<file path="src/rtl/ram_fifo_ctrl.sv">
// FIFO controller for a simple dual-port RAM with a registered read port; a 2-entry skid buffer
// hides the read latency. Optional fill-level outputs are enabled by defining RAM_FIFO_LEVEL_EN.
module ram_fifo_ctrl #(
  parameter int unsigned DATA_WIDTH = 8,
  parameter int unsigned ADDR_WIDTH = 6
) (
  input  logic                  clk,
  input  logic                  rst_n,
  input  logic [DATA_WIDTH-1:0] inData,
  input  logic                  inValid,
  output logic                  inReady,
  output logic [DATA_WIDTH-1:0] outData,
  output logic                  outValid,
  input  logic                  outReady,
  output logic                  ramWriteEnabled,
  output logic [ADDR_WIDTH-1:0] ramWriteAddr,
  output logic [DATA_WIDTH-1:0] ramData,
  output logic [ADDR_WIDTH-1:0] ramReadAddr,
  input  logic [DATA_WIDTH-1:0] ramQ
`ifdef RAM_FIFO_LEVEL_EN
  ,
  output logic [ADDR_WIDTH+1:0] level,
  output logic                  almostFull
`endif
);

  localparam int unsigned Depth = 2 ** ADDR_WIDTH;
  localparam logic [ADDR_WIDTH:0] DepthCnt = (ADDR_WIDTH + 1)'(Depth);

  logic [ADDR_WIDTH-1:0] wr_ptr_q, wr_ptr_d;
  logic [ADDR_WIDTH-1:0] rd_ptr_q, rd_ptr_d;
  logic [ADDR_WIDTH:0]   ram_count_q, ram_count_d;
  logic                  rd_pending_q;
  logic [DATA_WIDTH-1:0] skid0_q, skid0_d;
  logic [DATA_WIDTH-1:0] skid1_q, skid1_d;
  logic [1:0]            skid_count_q, skid_count_d;

  logic       push_fire;
  logic       pop_fire;
  logic       rd_fire;
  logic [2:0] skid_occ;

  assign inReady   = rst_n & (ram_count_q < DepthCnt);
  assign push_fire = inValid & inReady;
  assign outValid  = (skid_count_q != 2'd0);
  assign outData   = skid0_q;
  assign pop_fire  = outValid & outReady;

  // Skid slots already claimed after this edge: held words plus the word in flight from the RAM.
  assign skid_occ = {1'b0, skid_count_q} + {2'b0, rd_pending_q} - {2'b0, pop_fire};
  assign rd_fire  = (ram_count_q != '0) & (skid_occ < 3'd2);

  assign ramWriteEnabled = push_fire;
  assign ramWriteAddr    = wr_ptr_q;
  assign ramData         = inData;
  assign ramReadAddr     = rd_ptr_q;

  always_comb begin
    wr_ptr_d    = wr_ptr_q;
    rd_ptr_d    = rd_ptr_q;
    ram_count_d = ram_count_q;
    if (push_fire) begin
      wr_ptr_d = wr_ptr_q + 1'b1;
    end
    if (rd_fire) begin
      rd_ptr_d = rd_ptr_q + 1'b1;
    end
    if (push_fire && !rd_fire) begin
      ram_count_d = ram_count_q + 1'b1;
    end else if (!push_fire && rd_fire) begin
      ram_count_d = ram_count_q - 1'b1;
    end
  end

  always_comb begin
    skid0_d      = skid0_q;
    skid1_d      = skid1_q;
    skid_count_d = skid_count_q;
    if (pop_fire) begin
      // A lone head is left in place so outData holds its last value once empty.
      if (skid_count_q == 2'd2) begin
        skid0_d = skid1_q;
      end
      skid_count_d = skid_count_q - 1'b1;
    end
    if (rd_pending_q) begin
      if (skid_count_d == 2'd0) begin
        skid0_d = ramQ;
      end else begin
        skid1_d = ramQ;
      end
      skid_count_d = skid_count_d + 1'b1;
    end
  end

  always_ff @(posedge clk or negedge rst_n) begin
    if (!rst_n) begin
      wr_ptr_q     <= '0;
      rd_ptr_q     <= '0;
      ram_count_q  <= '0;
      rd_pending_q <= 1'b0;
      skid0_q      <= '0;
      skid1_q      <= '0;
      skid_count_q <= 2'd0;
    end else begin
      wr_ptr_q     <= wr_ptr_d;
      rd_ptr_q     <= rd_ptr_d;
      ram_count_q  <= ram_count_d;
      rd_pending_q <= rd_fire;
      skid0_q      <= skid0_d;
      skid1_q      <= skid1_d;
      skid_count_q <= skid_count_d;
    end
  end

`ifdef RAM_FIFO_LEVEL_EN
  localparam logic [ADDR_WIDTH:0] AlmostFullCnt = (ADDR_WIDTH + 1)'(Depth - 2);

  logic [ADDR_WIDTH+1:0] level_q, level_d;

  assign level_d = {1'b0, ram_count_d} + {{(ADDR_WIDTH + 1){1'b0}}, rd_fire}
                 + {{ADDR_WIDTH{1'b0}}, skid_count_d};

  always_ff @(posedge clk or negedge rst_n) begin
    if (!rst_n) begin
      level_q <= '0;
    end else begin
      level_q <= level_d;
    end
  end

  assign level      = level_q;
  assign almostFull = (ram_count_q >= AlmostFullCnt);
`endif

endmodule

</file>
<file path="config.mk">
export PLATFORM = sky130hd
export DESIGN_NAME = ram_fifo_ctrl
export DESIGN_NICKNAME = d
export VERILOG_FILES = /design/src/rtl/ram_fifo_ctrl.sv
export SDC_FILE = /design/constraint.sdc
export NUM_CORES = 1
export LEC_CHECK = 0
export CORE_MARGIN = 5
export CORE_UTILIZATION = 35
export CTS_BUF_LIST = sky130_fd_sc_hd__clkbuf_4 sky130_fd_sc_hd__clkbuf_8 sky130_fd_sc_hd__clkbuf_16
export DETAILED_ROUTE_END_ITERATION = 10
export PLACE_DENSITY = 0.6
export SYNTH_ARGS = -nofsm -noshare
export SYNTH_HDL_FRONTEND = slang
export SYNTH_SLANG_ARGS = --single-unit
export TNS_END_PERCENT = 100
</file>
<file path="constraint.sdc">
create_clock -name clk -period 6.3 [get_ports clk]
set_clock_uncertainty 0.1 [all_clocks]
set_input_delay 1.26 -clock clk [delete_from_list [all_inputs] [get_ports clk]]
set_output_delay 1.26 -clock clk [all_outputs]
set_load 0.1 [all_outputs]
</file>
==> results.md, run 1 <==
* Status: finished clean
* # rows at 27
* Fin cells at 275
* Chip height at 84.9 µm
* Commonest cells after routing, fill and taps aside: dfrtp_1, clkdlybuf4s50_1, nand2_1
* Clk slew on worst S/H paths at 0.08 ns
* Final Critical Period at 4.96 ns
* IO Pins at 51
* TritonCTS Buffers at 5
* Number of synthesized register bits at 38
* Initial antenna violation count at 0
* Synth area leader: dfrtp_1
* WL per Instance at 12.4 µm
* Number of global-route vias before repair at 1275
* Yosys top cell area share at 48.4%
* Antenna cells at 0
* CP Launch Type: input pin
* Core Area at 5470 µm²
* Hold Violations, Final at 0
* Post-Syn Nets at 209
* Critical-path cell list: clkdlybuf4s50_1 > nor2b_1 > ha_1 > inv_1 > ha_1 > inv_1 > fa_1 > xnor2_1 > nand2_1 > a21oi_2 > inv_1 > ha_1 > inv_1 > ha_1 > a21oi_1 > nand2_1 > a31oi_1 > mux2i_1 > xnor2_1
* Worst slew margin at 34.3%
* GR Util All Layers at 10.6%
* Post-DP HPWL at 2480 µm
* Max incr delay on CP at 0.45 ns
* Crit Path Max Fanout at 8
* CTS tree: yes
* Total Neg Setup Slack at 0 ns
* Wirelength, routed at 3410 µm
* Worst skew pair latency at 0.29 ns
* First-pass GRT wire length at 6060 µm
* Area Growth Syn to Fin at 22.4%
* Post-Syn Instances at 173
* DRT antenna net count at 0
* Post-place setup slack at 0.979 ns
* Initial core utilization at 35.9%
* Largest cells by area after synthesis: dfrtp_1, ha_1, mux2_2
* Mapped cell area at 1960 µm²
* Max-cap violations at 0
* Htree depth at 2
* Commonest non-fill, non-tap cell in the layout: dfrtp_1
* Tightest Pin Transition at 0.983 ns
* Die area at 7210 µm²
* Crit path setup slack, layout at 1.34 ns
* Hold_buf cts at 0
* Grt total ovfl at 0
* Yosys warns at 0
* IO buf count at 34
* Max Clock Freq at 201 MHz
* HP Class: flop to flop
* Die Wd at 84.9 µm
* Register area share after synthesis at 48.4%
* DRC at 0
* Setup Fix Bufs, Post-CTS at 0
* Clk buf depth at 2
* Worst EP required at 6.42 ns
* First-pass iteration count of the detailed router at 3
* Number of DRC markers in iteration 0 at 40
* Pin count of the biggest net entering global routing at 39
* Final worst-path cycle share at 78.8%
* Post-layout nets at 238
* Max Slew Vio Count at 0
* Global placement routability congestion at 0.718
* Netlist cell types at 30
* Clock Sinks at 38
* Via/cell ratio at 4.57
* Share of cells above drive strength 1 at 12.8%
* CP Class: input pin to flop
* Nature of the critical path endpoint: flop
* Arr. time, crit path at 5.08 ns
* Final Setup Violations at 0
* Post-cts sizing count at 0
* Cell total after placement at 267
* RSZ-0062 raised after global routing: no
* CTS root buf: clkbuf_8
* Syn avg cell area at 11.4 µm²
* Overall via count from detail_route at 1258
* Slowest stage cell, crit path: clkdlybuf4s50_1
[state kept, by name (all words and copies together) (netlist names)]
| register | count |
|---|---|
| skid1_q | 8 |
| ramWriteAddr | 6 |
| rd_pending_q | 1 |
| ram_count_q | 7 |
| ramReadAddr | 6 |
| skid_count_q | 2 |
| outData | 8 |
[layout make-up]
type | instances | area, µm²
Fill cell | 545 | 3070
Sequential cell | 38 | 951
Multi-Input combinational cell | 115 | 900
Timing Repair Buffer | 35 | 343
Tap cell | 72 | 90.1
Clock buffer | 6 | 82.6
Inverter | 7 | 26.3
Clock inverter | 2 | 12.5
[path summary, 6_finish.rpt]
kind	start	slack (ns)	to	cells after the start
min reg2reg	ramWriteAddr[5]$_DFFE_PN0P_	0.37	ramWriteAddr[5]$_DFFE_PN0P_	1
max	outReady	1.34	ram_count_q[6]$_DFFE_PN0P_	19
min in group asynchronous	rst_n	0.96	outData[7]$_DFF_PN0_	2
max in group asynchronous	rst_n	4.80	ramReadAddr[1]$_DFFE_PN0P_	2
min	ramWriteAddr[5]$_DFFE_PN0P_	0.37	ramWriteAddr[5]$_DFFE_PN0P_	1
max reg2reg	skid_count_q[1]$_DFF_PN0_	2.04	ram_count_q[6]$_DFFE_PN0P_	20
[cell usage after synthesis]
master	n
and3_1	1
nand3_1	1
a21oi_2	1
ha_1	14
a21oi_1	4
and2_1	2
dfrtp_1	38
xnor2_1	11
nor3_1	1
buf_4	8
o21ai_0	14
clkbuf_1	3
fa_1	2
nor2b_1	5
nand3_2	1
nor2b_2	1
nor2_1	4
buf_2	1
a311oi_1	1
nand2_1	19
a31oi_1	1
nand2_2	1
buf_6	1
mux2_2	11
nand4_1	3
inv_1	7
mux2i_1	9
nor4_1	1
and4_4	1
xor2_1	6
[critical path, delay by kind of cell]
family,cells,cell delay (ns)
adders and majority gates,5,1.36
buffers and inverters,5,0.87
AOI/OAI and AO/OA,3,0.63
and+or+nand+nor,3,0.43
xor gates and xnor gates,2,0.29
muxes,1,0.24
[layer usage]
metal / up-vias / global-route usage [%] / part of all wire (%)
met2: 29 / 15.4 / 43
met5: - / 0 / 0
met3: 6 / 3.98 / 6.2
li1: 632 / - / -
met4: 0 / 3.31 / 1.1
met1: 591 / 14.6 / 50
[kinds of logic after synthesis]
family	count (synthesis)	synth area share, %
flops	38	48.4
buf+inv	20	5.80
fa+ha+maj	16	11.0
mux	20	10.9
simple gates	41	10.6
compound gates	21	5.80
xor+xnor	17	7.58
[stage by stage]
step	hold WS, ns	area, µm²	util [%]
floorplan	0.378	1960	-
global placement	0.363	2310	42.2
finish	0.373	2400	43.9
detailed placement	0.366	2310	42.2
global route	0.408	2400	43.9
CTS	0.380	2400	43.9
Power of run 1 is left out: the tool's default activity adds up to more than one toggle a clock period on the data nets, which glitch-free logic cannot reach.
==> inputs of run 2 (changes only) <==
--- a/config.mk
+++ b/config.mk
@@ -9,7 +9,7 @@
 export CORE_UTILIZATION = 35
 export CTS_BUF_LIST = sky130_fd_sc_hd__clkbuf_4 sky130_fd_sc_hd__clkbuf_8 sky130_fd_sc_hd__clkbuf_16
 export DETAILED_ROUTE_END_ITERATION = 10
-export PLACE_DENSITY = 0.6
+export PLACE_DENSITY = 0.62
 export SYNTH_ARGS = -nofsm -noshare
 export SYNTH_HDL_FRONTEND = slang
 export SYNTH_SLANG_ARGS = --single-unit
==> constraint.sdc (replaced) <==
create_clock -name clk -period 4.2 [get_ports clk]
set_clock_uncertainty 0.1 [all_clocks]
set_input_delay 0.84 -clock clk [delete_from_list [all_inputs] [get_ports clk]]
set_output_delay 0.84 -clock clk [all_outputs]
set_load 0.1 [all_outputs]
==> run 2 against run 1 <==
  * Flip-flop and latch count unchanged
  * Sequential share of layout area fell by 1.8 points
  * Wire length increased by 5.0%
  * Final cell count increased by 3.3%
  * Highest routed layer unchanged
  * Non-clock buffer count is 9 higher
  * Via count is 4.9% higher
  * Setup slack got worse by 1.1 ns
  * Utilization rose by 2.1 points
  * Clock-buffer cell count grew 1
==> results.md, run 2 (synthesis results as in run 1) <==
* Wirelength, routed at 3580 µm
* Area Growth Syn to Fin at 28.3%
* Nature of the critical path endpoint: flop
* Register area at 951 µm²
* Hold_buf cts at 0
* Chip height at 84.9 µm
* Worst skew pair latency at 0.29 ns
* Critical-path cell list: clkdlybuf4s50_1 > nor2b_2 > ha_1 > inv_1 > ha_1 > inv_1 > fa_1 > xnor2_1 > nand2_1 > a21oi_2 > inv_1 > ha_2 > inv_4 > fa_2 > a21oi_1 > nor2b_1 > a31oi_1 > mux2i_1 > xnor2_1
* First-pass iteration count of the detailed router at 4
* Multi-input logic area at 938 µm²
* CP Class: input pin to flop
* Tightest Pin Transition at 0.977 ns
* CTS tree: yes
* Worst slew margin at 34.7%
* Bufs and invs on worst path at 5
* DRT antenna net count at 0
* CP Launch Type: input pin
* Antenna cells at 0
* Hold Violations, Final at 0
* Share of cells above drive strength 1 at 20.8%
* Worst EP required at 4.32 ns
* Initial core utilization at 35.9%
* WL per Instance at 12.6 µm
* Die Wd at 84.9 µm
* Final worst-path cycle share at 93.8%
* Global placement routability congestion at 0.732
* # fillers at 535
* Grt total ovfl at 0
* CP delay by family, top: adder cells
* Final Setup Violations at 0
* Clk slew on worst S/H paths at 0.07 ns
* RSZ-0062 raised after global routing: no
* Number of DRC markers in iteration 0 at 36
* Via/cell ratio at 4.65
* Max-cap violations at 0
* Core Area at 5470 µm²
* Max Clock Freq at 254 MHz
* TritonCTS Buffers at 5
* Post-DP HPWL at 2580 µm
* IO Pins at 51
* HP Class: flop to flop
* Pin count of the biggest net entering global routing at 39
* Status: finished clean
* Final Critical Period at 3.94 ns
* Htree depth at 2
* Overall via count from detail_route at 1320
* CTS root buf: clkbuf_8
* IO buf count at 34
* Top cell by count, worst path: inv_1
* Clock Sinks at 38
* Final Core Density at 46.1%
* Arr. time, crit path at 4.06 ns
* Die area at 7210 µm²
* Clk buf depth at 2
* First-pass GRT wire length at 6550 µm
* Number of global-route vias before repair at 1387
* # rows at 27
* Crit Path Max Fanout at 8
* GR Util All Layers at 11.3%
* Commonest cells after routing, fill and taps aside: dfrtp_1, clkdlybuf4s50_1, nand2_1
* Slowest stage cell, crit path: clkdlybuf4s50_1
* Max Slew Vio Count at 0
* DRC at 0
* Initial antenna violation count at 0
* Commonest non-fill, non-tap cell in the layout: dfrtp_1
* Max incr delay on CP at 0.44 ns
* Post-layout nets at 247
## run 2: path summary, 6_finish.rpt
check                                            start                           to  slack [ns]  depth (start not counted)
min in group asynchronous                        rst_n       rd_pending_q$_DFF_PN0_        0.51                          2
hold / removal             ramWriteAddr[5]$_DFFE_PN0P_  ramWriteAddr[5]$_DFFE_PN0P_        0.37                          1
max in group asynchronous                        rst_n   ramReadAddr[0]$_DFFE_PN0P_        3.15                          2
setup / recovery                              outReady   ram_count_q[6]$_DFFE_PN0P_        0.26                         19
hold reg to reg            ramWriteAddr[5]$_DFFE_PN0P_  ramWriteAddr[5]$_DFFE_PN0P_        0.37                          1
setup reg to reg             skid_count_q[1]$_DFF_PN0_   ram_count_q[6]$_DFFE_PN0P_        0.55                         20
## run 2: layout make-up
| type | count | share of cell area, % |
|---|---|---|
| inverter | 7 | 1.14 |
| sequential | 38 | 37.7 |
| timing repair buffer | 44 | 16.6 |
| multi-input combinational | 115 | 37.2 |
| clock inverter | 1 | 0.199 |
| clock buffer | 7 | 3.57 |
| tap | 72 | 3.57 |
## run 2: repair_timing
action                     4_1_cts  5_1_grt
gates resized for setup          0        8
setup endpoints to repair        0        4
setup buffers                    0        0
## run 2: stage by stage
| step | TNS, ns | std cells | hold slack, ns | area (µm²) | worst slack (ns) |
|---|---|---|---|---|---|
| 2_1_floorplan | 0 | 173 | 0.378 | 1960 | 0.153 |
| 3_3_place_gp | -0.591 | 276 | 0.364 | 2380 | -0.251 |
| 3_5_place_dp | -0.785 | 276 | 0.370 | 2380 | -0.318 |
| 4_1_cts | 0 | 284 | 0.383 | 2480 | 0.00811 |
| 5_1_grt | 0 | 284 | 0.400 | 2520 | 0.0222 |
| 6_report | 0 | 284 | 0.373 | 2520 | 0.261 |
## run 2: per-layer routing
| layer | share of wire (%) | vias up | track usage [%] | routed length, µm |
|---|---|---|---|---|
| li1 | - | 656 | - | - |
| met1 | 48 | 629 | 14.8 | 1720 |
| met2 | 45 | 29 | 16.9 | 1590 |
| met3 | 5.4 | 6 | 3.79 | 193 |
| met4 | 1.9 | 0 | 4.89 | 69 |
| met5 | 0 | - | 0 | 0 |
## run 2: worst reg2reg max path, cell delays in order, from the launching register on
cell and delay [ns]:
dfrtp_1 0.45, inv_1 0.07, ha_1 0.21, nor2b_2 0.13, ha_1 0.25, inv_1 0.06
ha_1 0.13, inv_1 0.04, fa_1 0.37, xnor2_1 0.13, nand2_1 0.08, a21oi_2 0.04
inv_1 0.08, ha_2 0.20, inv_4 0.08, fa_2 0.35, a21oi_1 0.16, nor2b_1 0.07
a31oi_1 0.21, mux2i_1 0.24, xnor2_1 0.14
Power of run 2 is left out for the same reason.
